File: src/rtl/cordic_input_seq_if.sv
// Operand-entry / core-side signal bundle for cordic_input_seq.
// The master modport is the environment (switches, strobe and core); slave is the sequencer.
interface cordic_input_seq_if #(
  parameter int unsigned W    = 16,
  parameter int unsigned FN_W = 4
);
  logic            st;
  logic [W-1:0]    sw_in;
  logic            core_done;
  logic [W-1:0]    core_result;
  logic [FN_W-1:0] fn;
  logic [W-1:0]    op1;
  logic [W-1:0]    op2;
  logic            core_start;
  logic [W-1:0]    disp_val;
  logic [2:0]      state_o;
  logic            busy;
  logic            err;

  modport master (
    output st, sw_in, core_done, core_result,
    input  fn, op1, op2, core_start, disp_val, state_o, busy, err
  );

  modport slave (
    input  st, sw_in, core_done, core_result,
    output fn, op1, op2, core_start, disp_val, state_o, busy, err
  );
endinterface

File: src/rtl/cordic_input_seq.sv
// Operand-entry sequencer in front of the CORDIC core: function code, two Q2.14 operands, start, wait, display.
// Optional macro CORDIC_SEQ_SKIP_OP2_EN: single-operand functions bypass OP2 entry with op2 forced to 0.
module cordic_input_seq #(
  parameter int unsigned W       = 16,
  parameter int unsigned FN_W    = 4,
  parameter int unsigned NUM_FN  = 9,
  parameter int unsigned TIMEOUT = 64
) (
  input  logic              clk,
  input  logic              rst,
  cordic_input_seq_if.slave bus
);

  localparam int unsigned CNT_W = (TIMEOUT > 1) ? $clog2(TIMEOUT) : 1;

  typedef enum logic [2:0] {
    S_FN     = 3'd0,
    S_OP1    = 3'd1,
    S_OP2    = 3'd2,
    S_GO     = 3'd3,
    S_RUN    = 3'd4,
    S_RESULT = 3'd5
  } state_t;

  state_t          state;
  logic [FN_W-1:0] fn;
  logic [W-1:0]    op1;
  logic [W-1:0]    op2;
  logic [W-1:0]    result;
  logic [W-1:0]    disp_val;
  logic [CNT_W-1:0] cnt;
  logic            core_start;
  logic            busy;
  logic            err;

  logic [FN_W-1:0] code;
  logic            code_ok;
  logic            timeout_hit;

  assign code        = bus.sw_in[FN_W-1:0];
  assign code_ok     = {1'b0, code} < (FN_W+1)'(NUM_FN);
  assign timeout_hit = (cnt == CNT_W'(TIMEOUT - 1));

`ifdef CORDIC_SEQ_SKIP_OP2_EN
  logic two_op;
  assign two_op = (fn == FN_W'(0)) || (fn == FN_W'(1)) || (fn == FN_W'(7));
`endif

  // Single sequencer: every output is registered and updated for the state being entered.
  always_ff @(posedge clk) begin
    if (rst) begin
      state      <= S_FN;
      fn         <= '0;
      op1        <= '0;
      op2        <= '0;
      result     <= '0;
      disp_val   <= '0;
      cnt        <= '0;
      core_start <= 1'b0;
      busy       <= 1'b0;
      err        <= 1'b0;
    end else begin
      core_start <= 1'b0;
      case (state)
        S_FN: begin
          disp_val <= bus.sw_in;
          if (bus.st) begin
            if (code_ok) begin
              fn    <= code;
              err   <= 1'b0;
              state <= S_OP1;
            end else begin
              err <= 1'b1;
            end
          end
        end
        S_OP1: begin
          disp_val <= bus.sw_in;
          if (bus.st) begin
            op1 <= bus.sw_in;
`ifdef CORDIC_SEQ_SKIP_OP2_EN
            if (two_op) begin
              state <= S_OP2;
            end else begin
              op2   <= '0;
              state <= S_GO;
            end
`else
            state <= S_OP2;
`endif
          end
        end
        S_OP2: begin
          disp_val <= bus.sw_in;
          if (bus.st) begin
            op2   <= bus.sw_in;
            state <= S_GO;
          end
        end
        S_GO: begin
          if (bus.st) begin
            core_start <= 1'b1;
            busy       <= 1'b1;
            cnt        <= '0;
            disp_val   <= '0;
            state      <= S_RUN;
          end else begin
            disp_val <= bus.sw_in;
          end
        end
        S_RUN: begin
          cnt <= cnt + CNT_W'(1);
          // core_done takes priority over a coincident timeout
          if (bus.core_done) begin
            result   <= bus.core_result;
            disp_val <= bus.core_result;
            busy     <= 1'b0;
            state    <= S_RESULT;
          end else if (timeout_hit) begin
            result   <= '0;
            disp_val <= '0;
            err      <= 1'b1;
            busy     <= 1'b0;
            state    <= S_RESULT;
          end else begin
            disp_val <= '0;
          end
        end
        S_RESULT: begin
          if (bus.st) begin
            disp_val <= bus.sw_in;
            state    <= S_FN;
          end else begin
            disp_val <= result;
          end
        end
        default: begin
          disp_val <= bus.sw_in;
          busy     <= 1'b0;
          state    <= S_FN;
        end
      endcase
    end
  end

  assign bus.fn         = fn;
  assign bus.op1        = op1;
  assign bus.op2        = op2;
  assign bus.core_start = core_start;
  assign bus.disp_val   = disp_val;
  assign bus.state_o    = state;
  assign bus.busy       = busy;
  assign bus.err        = err;

endmodule

File: src/flat_wrapper.sv
// flat-port wrapper written by rule: the top's interface ports become plain ports
module cordic_input_seq_flat 
#(
  parameter int unsigned W       = 16,
  parameter int unsigned FN_W    = 4,
  parameter int unsigned NUM_FN  = 9,
  parameter int unsigned TIMEOUT = 64
)
  (clk, rst, bus_st, bus_sw_in, bus_core_done, bus_core_result, bus_fn, bus_op1, bus_op2, bus_core_start, bus_disp_val, bus_state_o, bus_busy, bus_err);
  cordic_input_seq_if #(.W(W), .FN_W(FN_W)) bus_i ();
  input  logic clk;
  input  logic rst;
  input wire logic [$bits(bus_i.st)-1:0] bus_st;
  input wire logic [$bits(bus_i.sw_in)-1:0] bus_sw_in;
  input wire logic [$bits(bus_i.core_done)-1:0] bus_core_done;
  input wire logic [$bits(bus_i.core_result)-1:0] bus_core_result;
  output wire logic [$bits(bus_i.fn)-1:0] bus_fn;
  output wire logic [$bits(bus_i.op1)-1:0] bus_op1;
  output wire logic [$bits(bus_i.op2)-1:0] bus_op2;
  output wire logic [$bits(bus_i.core_start)-1:0] bus_core_start;
  output wire logic [$bits(bus_i.disp_val)-1:0] bus_disp_val;
  output wire logic [$bits(bus_i.state_o)-1:0] bus_state_o;
  output wire logic [$bits(bus_i.busy)-1:0] bus_busy;
  output wire logic [$bits(bus_i.err)-1:0] bus_err;
  assign bus_i.st = bus_st;
  assign bus_i.sw_in = bus_sw_in;
  assign bus_i.core_done = bus_core_done;
  assign bus_i.core_result = bus_core_result;
  assign bus_fn = bus_i.fn;
  assign bus_op1 = bus_i.op1;
  assign bus_op2 = bus_i.op2;
  assign bus_core_start = bus_i.core_start;
  assign bus_disp_val = bus_i.disp_val;
  assign bus_state_o = bus_i.state_o;
  assign bus_busy = bus_i.busy;
  assign bus_err = bus_i.err;
  cordic_input_seq #(.W(W), .FN_W(FN_W), .NUM_FN(NUM_FN), .TIMEOUT(TIMEOUT)) u_core (.clk(clk), .rst(rst), .bus(bus_i));
endmodule
File: config.mk
export PLATFORM = sky130hd
export DESIGN_NAME = cordic_input_seq_flat
export DESIGN_NICKNAME = d
export VERILOG_FILES = /design/src/rtl/cordic_input_seq_if.sv /design/src/rtl/cordic_input_seq.sv /design/src/flat_wrapper.sv
export SDC_FILE = /design/constraint.sdc
export NUM_CORES = 1
export LEC_CHECK = 0
export CAP_MARGIN = 5
export CORE_AREA = 2 2 98 138
export DETAILED_ROUTE_END_ITERATION = 8
export DIE_AREA = 0 0 100 140
export PLACE_DENSITY_LB_ADDON = 0.25
export SKIP_LAST_GASP = 1
export SLEW_MARGIN = 20
export SYNTH_ARGS = -nofsm -noshare
export SYNTH_HDL_FRONTEND = slang
export SYNTH_SLANG_ARGS = --single-unit
File: constraint.sdc
create_clock -name clk -period 1.85 [get_ports clk]
set_input_delay 0.37 -clock clk [delete_from_list [all_inputs] [get_ports clk]]
set_output_delay 0.37 -clock clk [all_outputs]
set_load 0.005 [all_outputs]
==> results <==
- The flow ran to the end, and the final reports show no timing, DRC or antenna violations.
- The HPWL after detailed placement is 7410 um.
- The longest clock path from root to sink contains 2 buffers.
- The sort of element at the end of the critical path is a primary output.
- In this run the power density over the cells is 870 mW/mm^2.
- Once detail routing completed, the nets flagged for antenna violations numbered 0.
- The biggest area contributor in the post-synthesis netlist is sky130_fd_sc_hd__dfxtp_1.
- The first global-routing pass estimated 15800 um of wire.
- The arrival time at the worst endpoint is 1.44 ns.
- The floorplan row count is 49.
- Setup slack on the critical path of the routed design comes to 0.0443 ns.
- The fraction of layout cells with a size suffix above 1 is 0.125.
- The synthesis-stage register bit count is 80.
- The number of distinct library cells after synthesis is 44.
- The launch point of the worst hold path is rst.
- The number of hold violations in the final report is 0.
- The initial utilization of the core area, before any placement, comes to 0.244.
- Yosys printed 0 warnings.
- The worst hold path cell count is 2.
- The congestion estimate from routability-driven global placement came to 0.781.
- 0 antenna diodes ended up in the layout.
- The average cell area after synthesis is 8.83 um^2.
- The average wire per cell in the routed design is 16.2 um.
- In this run, the number of DRC markers left after iteration 0 of detailed routing was 141.
- The largest stage delay on the critical path is 0.49 ns.
- The synthesized design contains 0 enable-type register cells.
- The worst-path cell with the longest stage delay is sky130_fd_sc_hd__clkdlybuf4s50_1.
- The hold-critical path endpoint is u_core.bus.state_o[2].
- The die span in y is 140 um.
- The gate count after technology mapping is 353.
- The worst reg-to-reg setup slack is 0.16 ns.
- The clock latency on the worst-skew pair is 0.34 ns.
- For the pin with the worst max-slew slack, the measured transition is 0.521 ns.
- After global routing the overflow that remains totals 0.
- The endpoint of the worst-slack reg-to-reg timing path is u_core.bus.disp_val[4].
- The data required time of the worst path is 1.48 ns.
- The share of synthesized registers carrying an async set or reset is 0.
- The growth of design area from synthesis to finish is 53.6%.
- Buffers inserted during clock tree synthesis total 9.
- The number of global-route vias before repair is 2882.
- Counting instances in the post-synthesis netlist gives the leading cell types as sky130_fd_sc_hd__dfxtp_1, sky130_fd_sc_hd__nand2_1, sky130_fd_sc_hd__a21oi_1.
- Input and output buffers added on the ports amount to 93.
- The first TritonRoute pass finished after 4 iterations.
- The number of levels in the clock H-tree is 3.
- The total negative setup slack is 0 ns.
- The number of top-level design ports is 94.
- The most frequent cell after synthesis is sky130_fd_sc_hd__dfxtp_1.
- The leakage power of the design is 1.76 nW.
- The sequential cell area fraction in the yosys report is 0.514.
- The worst setup path is of the reg2out kind.
- The min-delay analysis places its worst path in the category in2reg.
- The max-slew violation total from the final report came to 0.
- In this run the tightest slew margin relative to its limit is 0.653.
- The startpoint of the worst register-to-register path is u_core.bus.state_o[1].
- Registers take 0.00161 mm^2.
- The initial antenna violation count came to 0.
- The routed wire length is 10100 um.
- Timing analysis after detailed placement gives a worst setup slack of -0.198 ns.
- The die is 100 um wide.
- Entering global routing, the biggest net connects 27 pins.
- The number of fill cells in the layout is 1313.
- The area of the die is 0.0140 mm^2.
- The worst hold slack is 0.448 ns.
- Buffers added to address setup during post-CTS repair amount to 0.
- The total DRC errors in the routed layout is 0.
- The overall fraction of global-route tracks in use is 0.147.
- After layout, the minimum clock period comes to 1.81 ns.
- The floorplan step defined a core boundary enclosing 0.0128 mm^2.
- CTS placed an instance of sky130_fd_sc_hd__clkbuf_16 at the clock tree root.
- The max capacitance violation total is 0.
- After synthesis the cells add up to 0.00312 mm^2.
- Sorting the synthesized cells by area gives the leading types as sky130_fd_sc_hd__dfxtp_1, sky130_fd_sc_hd__nand2_1, sky130_fd_sc_hd__a21oi_1.
- The synthesized netlist net count is 390.
- The clock transition at the registers of the reported paths is 0.06 ns.
- Of all nets on the critical path, the largest fanout is 6.
- The routed via count divided by cell count is 4.75.
- Across the VDD grid, the largest voltage drop is 0.433 mV.
- TritonCTS built the clock tree.
- The achievable frequency is 0.554 GHz.
- For this run, the post-layout net count is 504.
- The clock sink count is 80.
- Setup violations remaining at the end of the flow were counted as 0.
- The number of vias after detailed routing is 2970.
- The clock arrives with 0.00514 ns of skew.
- The worst setup path is launched from a flip-flop.
- The top-area cell type share of the netlist area is 0.514.
- For this run, the leading register cell type out of synthesis is sky130_fd_sc_hd__dfxtp_1.
- Of the available clock period, the critical path in the final layout requires 0.976.
- Setup repair after global routing left no endpoint under its margin.
- Summing all multi-input logic gate instances after layout gives 0.00138 mm^2.
- Measured in cells, the most critical reg-to-reg path has a length of 6.
- The signal on the critical path passes through buf_12 > clkdlybuf4s50_1.
timing repair:
| action | CTS | global route |
|---|---|---|
| setup endpoints to repair | 1 | 2 |
| gates resized for setup | 1 | 2 |
| hold buffers | 0 | 0 |
cells in the final DEF, fill, tap and decap left out, types with 2 or more instances in the layout:
master,netlist,final
sky130_fd_sc_hd__and3_1,3,3
sky130_fd_sc_hd__o21a_1,3,3
sky130_fd_sc_hd__buf_4,1,28
sky130_fd_sc_hd__inv_6,0,2
sky130_fd_sc_hd__a31oi_1,2,2
sky130_fd_sc_hd__nor3_1,2,2
sky130_fd_sc_hd__clkbuf_16,0,9
sky130_fd_sc_hd__o31ai_1,3,3
sky130_fd_sc_hd__a21oi_1,39,39
sky130_fd_sc_hd__a211oi_1,5,5
sky130_fd_sc_hd__a21boi_1,9,9
sky130_fd_sc_hd__nand4b_1,2,2
sky130_fd_sc_hd__o22ai_1,11,11
sky130_fd_sc_hd__nand2_1,69,69
sky130_fd_sc_hd__nand2b_1,5,5
sky130_fd_sc_hd__clkbuf_8,0,2
sky130_fd_sc_hd__nor2_1,18,18
sky130_fd_sc_hd__a222oi_1,3,3
sky130_fd_sc_hd__dfxtp_1,80,78
sky130_fd_sc_hd__clkinvlp_4,0,2
sky130_fd_sc_hd__o21ai_0,5,5
sky130_fd_sc_hd__a22oi_1,15,15
sky130_fd_sc_hd__o21ai_1,3,3
sky130_fd_sc_hd__buf_12,0,6
sky130_fd_sc_hd__a22o_1,16,16
sky130_fd_sc_hd__nor2b_1,2,2
sky130_fd_sc_hd__clkdlybuf4s50_1,0,92
sky130_fd_sc_hd__nand3_1,3,3
sky130_fd_sc_hd__inv_1,11,11
sky130_fd_sc_hd__nand3b_1,3,3
layout make-up:
type | instances | area share
Clock inverter | 5 | 0.0131
Sequential cell | 80 | 0.336
Timing Repair Buffer | 127 | 0.262
Multi-Input combinational cell | 238 | 0.287
Clock buffer | 11 | 0.0528
Tap cell | 153 | 0.0400
Inverter | 11 | 0.00863
sequential cells by signal, indices dropped and copies added (netlist names):
signal	flops
u_core.bus.busy	1
u_core.bus.core_start	1
u_core.bus.state_o	3
u_core.bus.fn	4
u_core.cnt	6
u_core.bus.op2	16
u_core.bus.disp_val	16
u_core.bus.op1	16
u_core.result	16
u_core.bus.err	1
logic make-up after synthesis:
family,synth area share
compound gates,0.255
simple gates,0.178
flops,0.514
buf+inv,0.0470
xor+xnor,0.00281
fa+ha+maj,0.00401
worst max-delay path, delay by kind of cell, from the launching register on:
kind	cells	cell delay, ns
buf+inv	2	0.65
flops	1	0.45
power by group:
group | internal, W | switching [W] | total, W | leakage [nW]
Sequential | 0.00178 | 0.0000342 | 0.00181 | 0.652
Combinational | 0.000272 | 0.000208 | 0.000479 | 0.956
Clock | 0.00113 | 0.000741 | 0.00187 | 0.149
Total | 0.00318 | 0.000983 | 0.00416 | 1.76
per-stage QoR:
stage,util,cell area [um^2],power (W),instances
floorplan,-,3120,0.00201,353
global placement,0.350,4470,0.00233,609
detailed placement,0.350,4470,0.00233,609
CTS,0.375,4780,0.00421,625
global route,0.375,4790,0.00432,625
finish,0.375,4790,0.00416,625
worst max-delay path by stage:
stage	to	cells after the start	slack (ns)	startpoint
final	bus_state_o[1]	2	0.04	u_core.bus.state_o[1]
after global routing	bus_state_o[2]	2	0.02	u_core.bus.state_o[2]
after detailed placement	u_core.bus.disp_val[4]	6	-0.20	bus_core_done
after floorplan	u_core.result[10]	6	0.22	u_core.cnt[0]
after global placement	u_core.bus.disp_val[4]	5	-0.18	bus_st
after CTS	bus_state_o[2]	2	0.01	u_core.bus.state_o[2]
per-layer routing:
layer	part of all wire	routed length, um	global-route usage	vias up
li1	-	-	-	1481
met1	0.42	4260	0.173	1403
met2	0.52	5260	0.256	72
met3	0.032	323	0.0215	14
met4	0.027	273	0.0771	0
met5	0	0	0	-
Power figures use the tool's default switching activity.
